===== src/rtl/cfa_weighted_normalizer.sv =====
// rtl/cfa_weighted_normalizer.sv - window accumulator with power-of-two normalisation, rounding and 8-bit clamp
//
// Purpose: sums one interpolation window of signed pixel*weight products and
//          emits (sum + 2^(SHIFT-1)) >>> SHIFT, clamped to [0, 2^OUT_W-1].
// Ports:
//   clk, rst            rising-edge clock, asynchronous active-high reset
//   in_valid/in_ready   product beat handshake; in_prod signed, in_last ends window
//   out_valid/out_ready pixel handshake; out_pix clamped pixel
//   out_sat             result was clamped
//   out_trunc           window was closed at MAX_TERMS beats without in_last
module cfa_weighted_normalizer #(
    parameter int PROD_W    = 21,
    parameter int MAX_TERMS = 16,
    parameter int ACC_W     = 25,
    parameter int SHIFT     = 7,
    parameter int OUT_W     = 8
) (
    input  logic              clk,
    input  logic              rst,
    input  logic              in_valid,
    output logic              in_ready,
    input  logic [PROD_W-1:0] in_prod,
    input  logic              in_last,
    output logic              out_valid,
    input  logic              out_ready,
    output logic [OUT_W-1:0]  out_pix,
    output logic              out_sat,
    output logic              out_trunc
);

    localparam int CNT_W = $clog2(MAX_TERMS);
    localparam logic [CNT_W-1:0] CNT_LAST = CNT_W'(MAX_TERMS - 1);
    // One extra bit so adding the rounding constant can never wrap.
    localparam logic signed [ACC_W:0] ROUND_K = {{ACC_W{1'b0}}, 1'b1} << (SHIFT - 1);
    localparam logic signed [ACC_W:0] PIX_MAX = {{(ACC_W + 1 - OUT_W){1'b0}}, {OUT_W{1'b1}}};

    typedef enum logic [1:0] {
        ST_ACCUM = 2'd0,
        ST_NORM  = 2'd1,
        ST_HOLD  = 2'd2
    } state_t;

    state_t                  state_q,     state_d;
    logic signed [ACC_W-1:0] acc_q,       acc_d;
    logic [CNT_W-1:0]        cnt_q,       cnt_d;
    logic                    trunc_q,     trunc_d;
    logic                    out_valid_q, out_valid_d;
    logic [OUT_W-1:0]        out_pix_q,   out_pix_d;
    logic                    out_sat_q,   out_sat_d;
    logic                    out_trunc_q, out_trunc_d;

    logic signed [ACC_W-1:0] prod_ext;
    logic signed [ACC_W:0]   rounded;
    logic signed [ACC_W:0]   r_full;

    assign prod_ext = {{(ACC_W - PROD_W){in_prod[PROD_W-1]}}, in_prod};
    assign rounded  = {acc_q[ACC_W-1], acc_q} + ROUND_K;
    assign r_full   = rounded >>> SHIFT;

    assign in_ready  = (state_q == ST_ACCUM);
    assign out_valid = out_valid_q;
    assign out_pix   = out_pix_q;
    assign out_sat   = out_sat_q;
    assign out_trunc = out_trunc_q;

    always_comb begin
        state_d     = state_q;
        acc_d       = acc_q;
        cnt_d       = cnt_q;
        trunc_d     = trunc_q;
        out_valid_d = out_valid_q;
        out_pix_d   = out_pix_q;
        out_sat_d   = out_sat_q;
        out_trunc_d = out_trunc_q;
        case (state_q)
            ST_ACCUM: begin
                if (in_valid) begin
                    acc_d = acc_q + prod_ext;
                    cnt_d = cnt_q + CNT_W'(1);
                    if (in_last || (cnt_q == CNT_LAST)) begin
                        state_d = ST_NORM;
                        // Reaching this branch without in_last means the count forced the close.
                        trunc_d = !in_last;
                    end
                end
            end
            ST_NORM: begin
                if (r_full < 0) begin
                    out_pix_d = '0;
                    out_sat_d = 1'b1;
                end else if (r_full > PIX_MAX) begin
                    out_pix_d = {OUT_W{1'b1}};
                    out_sat_d = 1'b1;
                end else begin
                    out_pix_d = r_full[OUT_W-1:0];
                    out_sat_d = 1'b0;
                end
                out_trunc_d = trunc_q;
                out_valid_d = 1'b1;
                state_d     = ST_HOLD;
            end
            ST_HOLD: begin
                if (out_ready) begin
                    out_valid_d = 1'b0;
                    acc_d       = '0;
                    cnt_d       = '0;
                    trunc_d     = 1'b0;
                    state_d     = ST_ACCUM;
                end
            end
            default: state_d = ST_ACCUM;
        endcase
    end

    always_ff @(posedge clk or posedge rst) begin
        if (rst) begin
            state_q     <= ST_ACCUM;
            acc_q       <= '0;
            cnt_q       <= '0;
            trunc_q     <= 1'b0;
            out_valid_q <= 1'b0;
            out_pix_q   <= '0;
            out_sat_q   <= 1'b0;
            out_trunc_q <= 1'b0;
        end else begin
            state_q     <= state_d;
            acc_q       <= acc_d;
            cnt_q       <= cnt_d;
            trunc_q     <= trunc_d;
            out_valid_q <= out_valid_d;
            out_pix_q   <= out_pix_d;
            out_sat_q   <= out_sat_d;
            out_trunc_q <= out_trunc_d;
        end
    end

endmodule

===== config.mk =====
export PLATFORM = sky130hd
export DESIGN_NAME = cfa_weighted_normalizer
export DESIGN_NICKNAME = d
export VERILOG_FILES = /design/src/rtl/cfa_weighted_normalizer.sv
export SDC_FILE = /design/constraint.sdc
export NUM_CORES = 1
export LEC_CHECK = 0
export BUFFER_PORTS_ARGS = -buffer_cell sky130_fd_sc_hd__buf_4
export CAP_MARGIN = 20
export CORE_ASPECT_RATIO = 0.6
export CORE_UTILIZATION = 61
export CTS_CLUSTER_DIAMETER = 200
export DETAILED_ROUTE_END_ITERATION = 16
export HOLD_SLACK_MARGIN = 0.12
export PLACE_DENSITY = 0.89
export SLEW_MARGIN = 40
export SYNTH_ARGS = -nofsm -noshare
export SYNTH_HDL_FRONTEND = slang
export SYNTH_SLANG_ARGS = --single-unit

===== constraint.sdc =====
create_clock -name clk -period 4.41 [get_ports clk]
set_input_delay 1.1025 -clock clk [delete_from_list [all_inputs] [get_ports clk]]
set_output_delay 1.1025 -clock clk [all_outputs]
set_load 0.005 [all_outputs]

Yosys cells after proc, flatten, opt, wreduce, memory -nomap -nowiden --
Cells that the tools add are included.
Storage, ports and cells: flip-flop bits (word level) 43, input port bits 26, output and inout port bits 12, logic and storage cells 47
Operators by class: add/sub/neg operators 3, order comparisons 2, eq/ne operators 6, muxes and demuxes 19, reductions and logical operators 9
Operator list (count):
- 25-bit two-way mux | 2
- 25-bit case mux with 2 select lines | 1
- 25-bit by 8-bit adder with 26-bit output (second input constant) | 1
- 25-bit by 21-bit adder with 25-bit output | 1
- 19-bit by 9-bit greater-than comparator with 1-bit output (second input constant) | 1
- 19-bit by 1-bit less-than comparator with 1-bit output (second input constant) | 1
- 8-bit two-way mux | 2
- 4-bit two-way mux | 2
- 4-bit case mux with 2 select lines | 1
- 2-bit two-way mux | 3
- 2-bit case mux with 3 select lines | 1
- 3-bit AND reduction | 2
- 1-bit two-way mux | 5
- 4-bit by 1-bit adder with 4-bit output (second input constant) | 1
- 4-bit == test (second input constant) | 1
- 2-bit inequality test (second input constant) | 2
- 1-bit case mux with 2 select lines | 2
- 4-bit AND reduction | 1
- 2-bit nonzero test | 2
- 2-bit by 1-bit == test with 1-bit output (second input constant) | 1
- 2-bit == test (second input constant) | 1
- 2-bit logical NOT | 1
- 2-bit by 1-bit inequality test with 1-bit output (second input constant) | 1
- 2-bit AND reduction | 1
- other kinds (2) | 2

Depth between registers and ports, before layout --
word-level depth 5, gate-level depth with buffers 9, depth with buffers taken out 9

Worst setup path after synthesis --
Ideal clock, no wire load.
path type in2reg, from input in_prod[0], to register acc_q[14], library setup time 0.129 ns, arrival time 3.007 ns, data required time 4.281 ns, slack 1.275 ns, cell stages on the path 9, path buffers 0, cells stage by stage ha_1 -> fa_1 -> a211oi_1 -> o21bai_1 -> o21a_1 -> a311o_1 -> a21oi_1 -> or4b_1 -> nand3_1
On the way: cells in the longest elaborated chain, start to end 3
RTL lines:
- start: declaration | RTL line 22 | input logic [PROD_W-1:0] in_prod,
- 25-bit by 21-bit adder with 25-bit output | RTL line 78 | acc_d = acc_q + prod_ext;
- 25-bit two-way mux | RTL line 77 | if (in_valid) begin
- 25-bit case mux with 2 select lines | RTL line 75 | case (state_q)
- end signal: assignment | RTL line 118 | acc_q <= '0;
- end signal: assignment | RTL line 127 | acc_q <= acc_d;
- end: declaration | RTL line 44 | logic signed [ACC_W-1:0] acc_q, acc_d;
No other way between the ends. The select of a mux whose other input is x is not followed. A chain may end at the register's enable or synchronous reset.

Worst setup path after layout --
from input in_prod[0], to register acc_q[24]
Same word-level chain as after synthesis.

==> impl_metrics.tcl <==
set metrics [dict create \
    status "finished clean" \
    first_global_vias 2899 \
    worst_pin_slew_ns 0.664 \
    wirelength_mm 8.28 \
    netlist_instances 393 \
    final_nets 475 \
    vias 3166 \
    p_per_area_mw_per_mm2 684 \
    cts_hold_buf 0 \
    timing.final.crit_share_pct 77.9 \
    finalSetupViolCount 0 \
    async_flop_share_pct 100 \
    pin_count 38 \
    die_area_mm2 0.00574 \
    dp_slack_ns 0.765 \
    grt_start_max_net_pins 42 \
    antennaDiodeCount 0 \
    hold_path.class "register to register" \
    rsz0062_at_grt "false" \
    numPortBuffers 37 \
    synthTopCellsByCount "dfrtp_1, o21ai_0, nand2_1, a21oi_1, ha_1" \
    final-hold-violation-count 0 \
    finalSetupTns_ns 0 \
    cp.required_ns 4.62 \
    fmax_ghz 0.291 \
    r2r-start "acc_q[0]" \
    dieWidth_um 97.2 \
    cts_resized 0 \
    maxCapViolations 0 \
    fin_skew_ns 0.00711 \
    drive_gt1_share_pct 13.9 \
    drc 0 \
    worstPathMaxFanout 4 \
    ys_top_cells_by_area "dfrtp_1, ha_1, o21ai_0, a21oi_1, nand2_1" \
    syn-num-nets 446 \
    synth_top_area_share_pct 32.5 \
    clockBufferDepth 2 \
    setup_ws_ns 0.976 \
    hold_end "acc_q[5]" \
    rr_worst_depth 9 \
    clk_latency_ns 0.30 \
    period_needed_ns 3.43 \
    first_iter_violations 192 \
    synth_top_area_cell "dfrtp_1" \
    hold_depth 2 \
    grt_overflow_total 0 \
    reg2reg_to "acc_q[24]" \
    fill_cells 415 \
    p_leak_nw 1.62 \
    dieHeight_um 59.1 \
    min_from "acc_q[5]" \
    grt_pass1_wl_mm 14.2 \
    yosysMostFrequentCell "dfrtp_1" \
    slew-limit-headroom_pct 55.4 \
    cts_buffers 5 \
    synth_edf_count 0 \
    rows 20 \
    syn_area_per_cell_um2 8.43 \
    syn_area_mm2 0.00331 \
    drv_slew 0 \
    crit_arrival_ns 3.65 \
    hold_slack_ns 0.487 \
    initial_utilization_pct 64.3 \
    antenna_found_initial 0 \
    cts_setup_buffers 0 \
    r2r_slack_ns 1.48 \
    fin_util_pct 72.0 \
    dr.pass1.iters 7 \
    grt_util_all_layers_pct 31.4 \
    syn_to_final_growth_pct 12.0 \
    clk_pin_slew_worst_paths_ns 0.09 \
    vdd_ir_drop_max_mv 0.399 \
    ant_nets 0 \
    cp-start-kind "input port" \
    gp_congestion 0.980 \
    ys_seq_area_share_pct 32.5 \
    root_buffer "clkbuf_8" \
    place.detailed.hpwl_mm 6.15 \
    tritoncts "built" \
    critPathCaptureType "register" \
    cts_sinks 43 \
    synth_ff_type "dfrtp_1" \
    crit_type "input port to register" \
    synth-seq-cells 43 \
    total_power_mw 2.54 \
    viasPerCell 6.47 \
    synth_cell_types 61 \
    wl_per_cell_um 16.9 \
    fp.coreArea_mm2 0.00515 \
    htree_levels 2 \
    yosys_warnings 0 \
]
-- area by class of cell --
cell class,instances,area [um2],share of cell area [%]
inverter,16,60.1,1.62
timing repair buffer,39,293,7.89
clock inverter,2,12.5,0.337
clock buffer,6,72.6,1.95
tap,66,82.6,2.22
multi-input combinational,317,2120,57.0
sequential,43,1080,29.0
-- metrics by stage --
| stage | area, um2 | instances |
|---|---|---|
| floorplan | 3310 | 393 |
| global placement | 3620 | 481 |
| detailed placement | 3620 | 481 |
| CTS | 3710 | 489 |
| global route | 3710 | 489 |
| finish | 3710 | 489 |
-- layer usage --
layer | global-route usage (%) | wire, um | part of all wire [%] | vias up
met1 | 46.3 | 3850 | 46 | 1467
met3 | 5.42 | 809 | 9.8 | 10
met5 | 0 | 0 | 0 | -
met4 | 8.10 | 89 | 1.1 | 0
met2 | 48.3 | 3530 | 43 | 170
li1 | - | - | - | 1519
-- how the worst max path moves through the flow --
stage                 to  slack [ns]  cells past startpoint        from
2_1_floorplan  acc_q[14]        1.27                      9  in_prod[0]
3_3_place_gp   acc_q[24]        0.92                     10  in_prod[0]
3_5_place_dp   acc_q[24]        0.76                     10  in_prod[0]
4_1_cts        acc_q[24]        1.00                     10  in_prod[0]
5_1_grt        acc_q[24]        0.80                     10  in_prod[0]
6_report       acc_q[24]        0.98                     10  in_prod[0]
-- worst max-delay path: stages --
cell,delay (ns)
buf_4,0.11
ha_1,0.21
fa_1,0.44
a211oi_1,0.37
o21bai_1,0.22
o2111ai_1,0.25
nand3_1,0.17
o21ai_0,0.36
a2111oi_0,0.20
a211oi_1,0.21
-- cells by family (layout without fill, tap and decap cells) --
logic type	Yosys count	count (layout)	share of synthesized area (%)
AOI/OAI and AO/OA	133	133	25.0
and+or+nand+nor	130	130	21.0
DFF	43	43	32.5
buffers and inverters	33	63	3.77
adders and majority gates	28	28	10.7
xor gates and xnor gates	24	24	6.34
muxes	2	2	0.642
-- state kept, by name, indices dropped and copies added (netlist names) --
name / count
out_sat: 1
out_pix: 8
cnt_q: 4
out_trunc: 1
trunc_q: 1
out_valid: 1
acc_q: 25
state_q: 2
-- power breakdown --
| part | internal (mW) | switching (mW) | total (mW) |
|---|---|---|---|
| Clock | 0.111 | 0.143 | 0.254 |
| Sequential | 0.576 | 0.231 | 0.807 |
| Combinational | 0.649 | 0.828 | 1.48 |
| Total | 1.34 | 1.20 | 2.54 |
-- layout by cell type, fill, tap and decap left out, types with 3 or more instances in the layout --
master and n:
dfrtp_1 43, o21ai_0 40, buf_4 39, nand2_1 35, a21oi_1 31, ha_1 26, nor2_1 25, nand3_1 23
inv_1 16, xnor2_1 14, a31oi_1 11, xor2_1 10, a21o_1 9, nand4_1 6, o211ai_1 6, nor3_1 5
o21a_1 5, clkbuf_8 5, or2_2 4, a22o_1 4, a211oi_1 4, and3_1 4, nor2b_1 3, and4_1 3
Note: power is estimated with default switching activity, not from simulation.
